--- src/rtl/disp_scan4.sv ---
// Four-digit time-multiplexed scanner feeding an MC14495 hex-to-segment decoder.
// Display content is double-buffered and only committed at frame boundaries.
module disp_scan4 #(
  parameter int SCAN_DIV     = 17,
  parameter int BLINK_FRAMES = 64
) (
  input  logic        clk,
  input  logic        rst,
  input  logic        load,
  input  logic [15:0] data,
  input  logic [3:0]  blank,
  input  logic [3:0]  dots,
  input  logic [3:0]  blink,
  output logic [3:0]  hex,
  output logic        LE,
  output logic        point,
  output logic [3:0]  AN,
  output logic        pending,
  output logic        frame_done
);

  localparam int BCW = $clog2(BLINK_FRAMES) + 1;
  localparam logic [SCAN_DIV-1:0] PRESC_MAX  = {SCAN_DIV{1'b1}};
  localparam logic [SCAN_DIV-1:0] PRESC_ZERO = {SCAN_DIV{1'b0}};
  localparam logic [BCW-1:0]      BLINK_LAST = BCW'(BLINK_FRAMES - 1);
  localparam logic [BCW-1:0]      BCNT_ZERO  = {BCW{1'b0}};

  typedef struct packed {
    logic [15:0] data;
    logic [3:0]  blank;
    logic [3:0]  dots;
    logic [3:0]  blink;
  } disp_t;

  // Shadow starts dark so nothing shows until the first committed load.
  localparam disp_t SHADOW_RST = {16'h0000, 4'b1111, 4'b0000, 4'b0000};
  localparam disp_t PEND_RST   = {16'h0000, 4'b0000, 4'b0000, 4'b0000};

  logic [SCAN_DIV-1:0] presc_q, presc_d;
  logic [1:0]          idx_q, idx_d;
  disp_t               shadow_q, shadow_d;
  disp_t               pend_set_q, pend_set_d;
  logic                pending_q, pending_d;
  logic [BCW-1:0]      bcnt_q, bcnt_d;
  logic                blink_phase_q, blink_phase_d;
  logic                frame_done_q, frame_done_d;

  logic tick;
  logic boundary;

  assign tick     = (presc_q == PRESC_MAX);
  assign boundary = tick & (idx_q == 2'd3);

  always_ff @(posedge clk) begin
    if (rst) begin
      presc_q       <= PRESC_ZERO;
      idx_q         <= 2'd0;
      shadow_q      <= SHADOW_RST;
      pend_set_q    <= PEND_RST;
      pending_q     <= 1'b0;
      bcnt_q        <= BCNT_ZERO;
      blink_phase_q <= 1'b0;
      frame_done_q  <= 1'b0;
    end else begin
      presc_q       <= presc_d;
      idx_q         <= idx_d;
      shadow_q      <= shadow_d;
      pend_set_q    <= pend_set_d;
      pending_q     <= pending_d;
      bcnt_q        <= bcnt_d;
      blink_phase_q <= blink_phase_d;
      frame_done_q  <= frame_done_d;
    end
  end

  always_comb begin
    presc_d       = presc_q;
    idx_d         = idx_q;
    shadow_d      = shadow_q;
    pend_set_d    = pend_set_q;
    pending_d     = pending_q;
    bcnt_d        = bcnt_q;
    blink_phase_d = blink_phase_q;
    frame_done_d  = boundary;

    if (tick) begin
      presc_d = PRESC_ZERO;
      idx_d   = idx_q + 2'd1;
    end else begin
      presc_d = presc_q + SCAN_DIV'(1);
      idx_d   = idx_q;
    end

    // Commit uses the pending set as it stood before this edge; a coinciding
    // load below only refills the buffer for the next boundary.
    if (boundary) begin
      if (pending_q) begin
        shadow_d  = pend_set_q;
        pending_d = 1'b0;
      end else begin
        shadow_d  = shadow_q;
      end
      if (bcnt_q == BLINK_LAST) begin
        bcnt_d        = BCNT_ZERO;
        blink_phase_d = ~blink_phase_q;
      end else begin
        bcnt_d        = bcnt_q + BCW'(1);
      end
    end else begin
      shadow_d = shadow_q;
    end

    if (load) begin
      pend_set_d = {data, blank, dots, blink};
      pending_d  = 1'b1;
    end else begin
      pend_set_d = pend_set_q;
    end
  end

  always_comb begin
    AN         = ~(4'b0001 << idx_q);
    hex        = shadow_q.data[{idx_q, 2'b00} +: 4];
    point      = shadow_q.dots[idx_q];
    LE         = shadow_q.blank[idx_q] | (shadow_q.blink[idx_q] & blink_phase_q);
    pending    = pending_q;
    frame_done = frame_done_q;
  end

endmodule

--- config.mk ---
export PLATFORM = sky130hd
export DESIGN_NAME = disp_scan4
export DESIGN_NICKNAME = d
export VERILOG_FILES = /design/src/rtl/disp_scan4.sv
export SDC_FILE = /design/constraint.sdc
export NUM_CORES = 1
export LEC_CHECK = 0
export CORE_MARGIN = 3
export CORE_UTILIZATION = 30
export CTS_CLUSTER_SIZE = 14
export DETAILED_ROUTE_END_ITERATION = 7
export PLACE_DENSITY = 0.5
export SYNTH_ARGS = -nofsm -noshare
export SYNTH_HDL_FRONTEND = slang
export SYNTH_SLANG_ARGS = --single-unit
--- constraint.sdc ---
create_clock -name clk -period 2.1 [get_ports clk]
set_input_delay 0.315 -clock clk [delete_from_list [all_inputs] [get_ports clk]]
set_output_delay 0.315 -clock clk [all_outputs]
set_load 0.1 [all_outputs]
==> results_dict.tcl, run 1 <==
set metrics [dict create \
    reg2reg_slack_ns 0.03 \
    numCtsBuffers 9 \
    start_util 0.3117 \
    crit_type "flop to flop" \
    p_leak_uw 0.001806 \
    mostFrequentLayoutCells "dfxtp_1, nand2_1, nor2_1" \
    ys_async_sr_fraction 0 \
    drtIter0Drc 105 \
    root_buffer "clkbuf_16" \
    core_sq_um 10980 \
    routedWlPerCell_um 12.44 \
    cts.sinks 85 \
    regArea_sq_um 1722 \
    portBuffers 42 \
    dp_slack_ns 0.01134 \
    synth.avg_cell_area_sq_um 9.178 \
    finalClockSkew_ns 0.01137 \
    viasPerCell 4.587 \
    tritoncts "done" \
    worstMarginPinSlew_ns 0.6017 \
    clk_pin_slew_worst_paths_ns 0.06 \
    setup_viol 0 \
    io_pins 43 \
    worst-path-max-fanout 4 \
    routabilityCongestion 0.6960 \
    placed_area_sq_um 4299 \
    dp_hpwl_um 4881 \
    end_kind "flop" \
    fin_ws_ns 0.03340 \
    final.fill_count 1074 \
    hold-worst-slack_ns 0.2865 \
    outcome "finished, final reports clean" \
    period_share 0.9841 \
    hp-class "input port to flop" \
    max_slew_margin 0.5989 \
    totalWireLength_um 7142 \
    multiInputGateArea_sq_um 1693 \
    grt_max_degree 59 \
    rows 38 \
    fp.dieW_um 112.8 \
    post-route-cell-area_sq_um 4624 \
    dr.pass1.iters 4 \
    worst_ir_drop_vdd_mv 0.3449 \
    period_needed_ns 2.067 \
    antennaDiodeCount 0 \
    num_vias 2633 \
    rr_worst_depth 8 \
    seq_area_frac_synth 0.4971 \
    rsz0062_at_grt "yes" \
    ctsHtreeMaxLevel 3 \
    gr-total-overflow 0 \
    ant_nets 0 \
    synth_edf_count 0 \
    nets 468 \
    syn_inst 373 \
    worst_setup_path_start_kind "flop" \
    drc_errors 0 \
    clock_latency_ns 0.34 \
    yosys_register_bits 85 \
    slew_violations 0 \
    areaGrowthSynthToFinish_pct 35.09 \
    drive_gt1_frac 0.1935 \
    dieArea_sq_um 12730 \
    p_per_area_nw_per_um2 731.6 \
    grt_pass1_vias 2577 \
    synthesis.area_sq_um 3423 \
    utilization 0.4211 \
    die_h_um 112.8 \
    final_common_cell "dfxtp_1" \
    antenna_found_initial 0 \
    cts_buffer_depth 2 \
    syn_nets 412 \
    hold_buffers 0 \
    required_ns 2.36 \
    arrival_ns 2.33 \
    holdPathStages 2 \
    cap_viol_max_count 0 \
    yosys_warnings 0 \
    grt_pass1_wl_um 12430 \
    grt_usage 0.1192 \
    synthFlopType "dfxtp_1" \
    synth_cell_types 39 \
    fmax_mhz 483.9 \
    hold_viol_final 0 \
]
[report_power, final]
group / total (uW) / internal [uW] / switching [uW]
sequential: 1680 / 1650 / 26.9
clock: 1530 / 830 / 695
combinational: 182 / 98.9 / 83.4
total: 3380 / 2580 / 806
[flip-flops by register name, summed over array words and instances, names as in the netlist]
signal,count
blink_phase_q,1
shadow_q,28
pend_set_q,28
pending,1
idx_q,2
bcnt_q,7
presc_q,17
frame_done,1
[per-layer routing]
| metal | routed length [um] | vias up | track usage |
|---|---|---|---|
| li1 | - | 1365 | - |
| met1 | 3627 | 1226 | 0.1603 |
| met2 | 3169 | 33 | 0.1856 |
| met3 | 221 | 9 | 0.02674 |
| met4 | 124 | 0 | 0.04808 |
| met5 | 0 | - | 0 |
[path summary, 6_finish.rpt]
path                 start          end
max             presc_q[8]    bcnt_q[5]
min                    rst    bcnt_q[1]
max reg2reg     presc_q[8]    bcnt_q[5]
min reg2reg  pend_set_q[4]  shadow_q[4]
[worst max-delay path, stage by stage (launching register included)]
cell and delay [ns]:
dfxtp_4 0.37, nand4_4 0.10, or3_4 0.40, nor3_4 0.21, ha_2 0.20, and3_4 0.19
nand3_2 0.07, or3_1 0.31, a31oi_1 0.15
[kinds of logic (layout without fill, tap and decap cells)]
kind of cell | count (synthesis) | after routing | share of synthesized area
compound gates | 38 | 38 | 0.06104
xor+xnor | 17 | 17 | 0.04349
fa+ha+maj | 8 | 8 | 0.02924
buf+inv | 28 | 89 | 0.03180
flops | 85 | 85 | 0.4971
mux | 37 | 37 | 0.1276
simple gates | 160 | 160 | 0.2098
[repair_timing]
action                     in CTS  in global routing
cloned                          0                  0
setup endpoints to repair       2                 20
setup buffers                   0                  2
pin swaps                       1                  6
resized for setup               2                  5
[synth_stat cells (4+ instances only)]
library cell / n / area [sq um]
mux4_2: 5 / 112.6
nor3_1: 5 / 25.02
and3_1: 4 / 25.02
nor2_1: 50 / 187.7
inv_1: 8 / 30.03
nand3b_1: 4 / 30.03
dfxtp_1: 85 / 1702
xnor2_1: 10 / 87.58
clkbuf_1: 14 / 52.55
xor2_1: 7 / 61.31
mux2i_1: 29 / 290.3
nand3_1: 9 / 45.04
ha_1: 8 / 100.1
a21oi_1: 29 / 145.1
nand2_1: 68 / 255.2
[metrics by stage]
step | TNS, ns | total power, uW | std cells
after floorplan | 0 | 1810 | 373
after global placement | 0 | 1898 | 556
after detailed placement | 0 | 1900 | 556
after CTS | 0 | 3427 | 572
after global routing | -0.1759 | 3524 | 574
final | 0 | 3383 | 574
[area by class of cell]
cell class	count	share of cell area
timing repair buffer	65	0.1548
inverter	8	0.006493
tap	140	0.03788
clock inverter	7	0.01380
clock buffer	9	0.04870
sequential	85	0.3723
multi-input combinational	260	0.3661
Note: power is estimated with default switching activity, not from simulation.
==> run 2: changes to the inputs <==
RECOVER_POWER = 100   (was default)
==> results_dict.tcl, run 2 (synthesis results as in run 1) <==
set metrics [dict create \
    setup_viol 0 \
    cts.sinks 85 \
    rows 38 \
    die_h_um 112.8 \
    swShare 0.2384 \
    end_kind "flop" \
    grt_usage 0.1192 \
    slowest_stage "or3_4" \
    multiInputGateArea_sq_um 1693 \
    worstMarginPinSlew_ns 1.013 \
    grt_pass1_wl_um 12430 \
    grt_max_degree 59 \
    grt_pass1_vias 2577 \
    min_from "rst" \
    reg2reg_slack_ns 0.03 \
    core_sq_um 10980 \
    r2r_end "bcnt_q[5]" \
    final_common_cell "dfxtp_1" \
    dp_hpwl_um 4881 \
    slew_violations 0 \
    hold_end "bcnt_q[1]" \
    numCtsBuffers 9 \
    rr_worst_depth 8 \
    p_clk_frac 0.451 \
    period_needed_ns 2.067 \
    holdPathStages 2 \
    drtIter0Drc 104 \
    worst-path-max-fanout 4 \
    root_buffer "clkbuf_16" \
    switchingPower_uw 806.1 \
    critical_path.max_stage_delay_ns 0.40 \
    power_uw 3381 \
    p_leak_uw 0.001786 \
    period_share 0.9841 \
    ant_nets 0 \
    setup_tns_ns 0 \
    outcome "finished, final reports clean" \
    antenna_found_initial 0 \
    areaGrowthSynthToFinish_pct 33.52 \
    cts_buffer_depth 2 \
    antennaDiodeCount 0 \
    start_util 0.3117 \
    worst_ir_drop_vdd_mv 0.3450 \
    hold-worst-slack_ns 0.2861 \
    p_per_area_nw_per_um2 739.8 \
    ctsHtreeMaxLevel 3 \
    final.fill_count 1084 \
    largestRegisters "pend_set_q: 28 flops, shadow_q: 28 flops, presc_q: 17 flops" \
    regArea_sq_um 1722 \
    hp-class "input port to flop" \
    dr.pass1.iters 4 \
    arrival_ns 2.33 \
    drive_gt1_frac 0.1912 \
    fmax_mhz 483.9 \
    dp.cells 556 \
    rsz0062_at_grt "yes" \
    clk_pin_slew_worst_paths_ns 0.06 \
    io_pins 43 \
    p_seq_frac 0.495 \
    viasPerCell 4.584 \
    p_int_uw 2575 \
    dieArea_sq_um 12730 \
    worst_setup_path_start_kind "flop" \
    clock_latency_ns 0.34 \
    finalClockSkew_ns 0.01142 \
    required_ns 2.36 \
    pwr-share-comb 0.053 \
    tritoncts "done" \
    drc_errors 0 \
    fp.dieW_um 112.8 \
    r2r-start "presc_q[8]" \
    gr-total-overflow 0 \
    final_cells 574 \
    hold_buffers 0 \
    routedWlPerCell_um 12.52 \
    utilization 0.4162 \
    portBuffers 42 \
    hold_viol_final 0 \
    crit_type "flop to flop" \
    mostFrequentLayoutCells "dfxtp_1, nand2_1, nor2_1" \
    totalWireLength_um 7189 \
    cap_viol_max_count 0 \
    nets 468 \
    crit_chain "nand4_4 > or3_4 > nor3_4 > ha_2 > and3_4 > nand3_2 > or3_1 > a31oi_1" \
    max_slew_margin 0.3246 \
    num_vias 2631 \
    routabilityCongestion 0.6960 \
]
[run 2: worst max path at each step]
stage / from / endpoint / slack, ns / cells past startpoint
2_1_floorplan: presc_q[7] / bcnt_q[5] / 0.004 / 8
3_3_place_gp: presc_q[7] / bcnt_q[5] / 0.04 / 8
3_5_place_dp: presc_q[7] / bcnt_q[5] / 0.01 / 8
4_1_cts: presc_q[1] / bcnt_q[5] / 0.003 / 9
5_1_grt: presc_q[8] / bcnt_q[5] / -0.09 / 8
6_report: presc_q[8] / bcnt_q[5] / 0.03 / 8
[run 2: worst max-delay path: cells and delay by family, from the launching register on]
kind | cells | cell delay (ns)
fa+ha+maj | 1 | 0.20
simple gates | 6 | 1.28
flops | 1 | 0.37
compound gates | 1 | 0.15
[run 2: area by class of cell]
cell class                      instances  area share
Inverter                                8    0.006570
Clock buffer                            9     0.04927
Clock inverter                          7     0.01396
Timing Repair Buffer                   65      0.1448
Tap cell                              140     0.03832
Sequential cell                        85      0.3767
Multi-Input combinational cell        260      0.3704
[run 2: layer usage]
layer	up-vias	GRT usage	routed length, um
met5	-	0	0
met4	0	0.04808	124
met3	9	0.02674	216
met2	33	0.1856	3199
met1	1223	0.1603	3648
li1	1366	-	-
[run 2: timing repair]
action	CTS	global route
setup endpoints to repair	2	20
pin swaps	1	6
resized for setup	2	5
cloned	0	0
buffers inserted	0	2
hold endpoints to repair	0	0
[run 2: power by group through the flow]
stage                     clock network (uW)  registers (uW)  logic, uW
final                                   1530            1680        179
after global routing                    1640            1680        201
after CTS                               1560            1680        186
after detailed placement                   0            1720        185
after global placement                     0            1710        184
after floorplan                            0            1720       91.4
[run 2: metrics by stage]
stage / cell area, sq um / setup slack, ns
detailed placement: 4299 / 0.01134
global route: 4571 / -0.09088
floorplan: 3507 / 0.004113
CTS: 4596 / 0.003473
global placement: 4299 / 0.03593
finish: 4571 / 0.03332
==> run 3: changes to the inputs <==
CORE_UTILIZATION = 25   (was 30)
CTS_BUF_LIST = sky130_fd_sc_hd__clkbuf_4 sky130_fd_sc_hd__clkbuf_8   (was default)
HOLD_SLACK_MARGIN = 0.08   (was default)
PLACE_DENSITY = 0.44   (was 0.5)
==> results_dict.tcl, run 3 (synthesis results as in run 1) <==
set metrics [dict create \
    outcome "finished, final reports clean" \
    cap_viol_max_count 0 \
    dp.cells 592 \
    arrival_ns 1.71 \
    cts.sinks 85 \
    totalWireLength_um 7674 \
    max_slew_margin 0.3409 \
    reg2reg_slack_ns 0.09 \
    clock_latency_ns 0.36 \
    rsz0062_at_grt "yes" \
    grt_pass1_wl_um 12630 \
    utilization 0.3434 \
    core_sq_um 13300 \
    routedWlPerCell_um 12.54 \
    fin_ws_ns 0.07317 \
    period_needed_ns 2.027 \
    areaGrowthSynthToFinish_pct 33.37 \
    r2r_end "bcnt_q[5]" \
    end_kind "primary output" \
    worst_setup_path_start_kind "flop" \
    routabilityCongestion 0.7208 \
    p_per_area_nw_per_um2 666.8 \
    hold-worst-slack_ns 0.2872 \
    numCtsBuffers 9 \
    worst_ir_drop_vdd_mv 0.3296 \
    switchingPower_uw 724.0 \
    rr_worst_depth 8 \
    clk_pin_slew_worst_paths_ns 0.08 \
    cts_buffer_depth 2 \
    hold_viol_final 0 \
    swShare 0.2378 \
    hold_end "bcnt_q[1]" \
    p_clk_frac 0.390 \
    drc_errors 0 \
    antenna_found_initial 0 \
    nets 470 \
    die_h_um 123.0 \
    r2r-start "presc_q[9]" \
    slew_violations 0 \
    drive_gt1_frac 0.1995 \
    io_pins 43 \
    dp_hpwl_um 5281 \
    finalClockSkew_ns 0.01673 \
    fp.dieW_um 123.0 \
    dp_slack_ns 0.02348 \
    rows 42 \
    hold_buffers 0 \
    grt_pass1_vias 2531 \
    period_share 0.9652 \
    dr.pass1.iters 4 \
    setup_viol 0 \
    final_common_cell "dfxtp_1" \
    final_cells 612 \
    viasPerCell 4.284 \
    min_from "rst" \
    ctsHtreeMaxLevel 3 \
    num_vias 2622 \
    pwr-share-comb 0.061 \
    start_util 0.2575 \
    grt_usage 0.1080 \
    grt_max_degree 40 \
    largestRegisters "pend_set_q: 28 flops, shadow_q: 28 flops, presc_q: 17 flops" \
    worst-path-max-fanout 8 \
    dieArea_sq_um 15130 \
    p_leak_uw 0.001767 \
    crit_type "flop to primary output" \
    holdPathStages 2 \
    hp-class "input port to flop" \
    ant_nets 0 \
    required_ns 1.78 \
    mostFrequentLayoutCells "dfxtp_1, nand2_1, nor2_1" \
    worstMarginPinSlew_ns 0.9886 \
    drtIter0Drc 127 \
    portBuffers 42 \
    tritoncts "done" \
    p_int_uw 2321 \
    gr-total-overflow 0 \
    fmax_mhz 493.4 \
    p_seq_frac 0.549 \
    root_buffer "clkbuf_8" \
    antennaDiodeCount 0 \
]
## run 3: changes by cell type in the layout (fill, tap and decap cells not counted), sizes merged
cell / previous run / this run
bufinv: 0 / 1
clkinvlp: 2 / 0
clkbuf: 14 / 15
buf: 32 / 34
inv: 13 / 12
clkinv: 0 / 1
## run 3: final cells by class
| cell class | instances | area (sq um) |
|---|---|---|
| flip-flops and latches | 85 | 1725 |
| repair buffers | 67 | 694.4 |
| inverters | 8 | 30.03 |
| fillers | 1372 | 8730 |
| clock inverters | 6 | 67.56 |
| multi-input cells | 260 | 1697 |
| well taps | 176 | 220.2 |
| clock buffers | 10 | 131.4 |
## run 3: critical path, cell delays in order (launching register included)
cell,delay [ns]
dfxtp_4,0.41
mux2_2,0.36
a221oi_2,0.31
a21oi_4,0.11
buf_12,0.17
## run 3: how the worst max path moves through the flow
| stage | cells past startpoint | slack, ns | to | startpoint |
|---|---|---|---|---|
| 5_1_grt | 9 | -0.007 | bcnt_q[5] | presc_q[0] |
| 4_1_cts | 8 | 0.006 | bcnt_q[5] | presc_q[9] |
| 2_1_floorplan | 8 | 0.004 | bcnt_q[5] | presc_q[7] |
| 3_5_place_dp | 8 | 0.02 | bcnt_q[5] | presc_q[7] |
| 3_3_place_gp | 8 | 0.03 | bcnt_q[5] | presc_q[7] |
| 6_report | 4 | 0.07 | LE | idx_q[1] |
## run 3: power groups by stage
stage	Clock [uW]	Combinational, uW	Sequential, uW
final	1190	185	1670
after floorplan	0	91.4	1720
after global routing	1310	205	1680
after detailed placement	0	188	1720
after global placement	0	187	1710
after CTS	1240	189	1680
## run 3: metrics by stage
step	cell area, sq um	power (uW)	setup TNS, ns
6_report	4566	3045	0
5_1_grt	4566	3190	-0.007247
4_1_cts	4566	3107	0
3_5_place_dp	4344	1903	0
3_3_place_gp	4344	1902	0
2_1_floorplan	3507	1810	0
## run 3: metal layers
layer,up-vias,track usage,wire (um)
li1,1366,-,-
met5,-,0,0
met3,11,0.02242,240
met4,0,0.05398,154
met2,34,0.1684,3439
met1,1211,0.1418,3839
## run 3: what timing repair did
item,CTS,global route
gates resized for setup,4,6
setup buffers,1,3
setup endpoints to repair,3,22
endpoints found under the hold margin,0,0
pin swaps,0,6
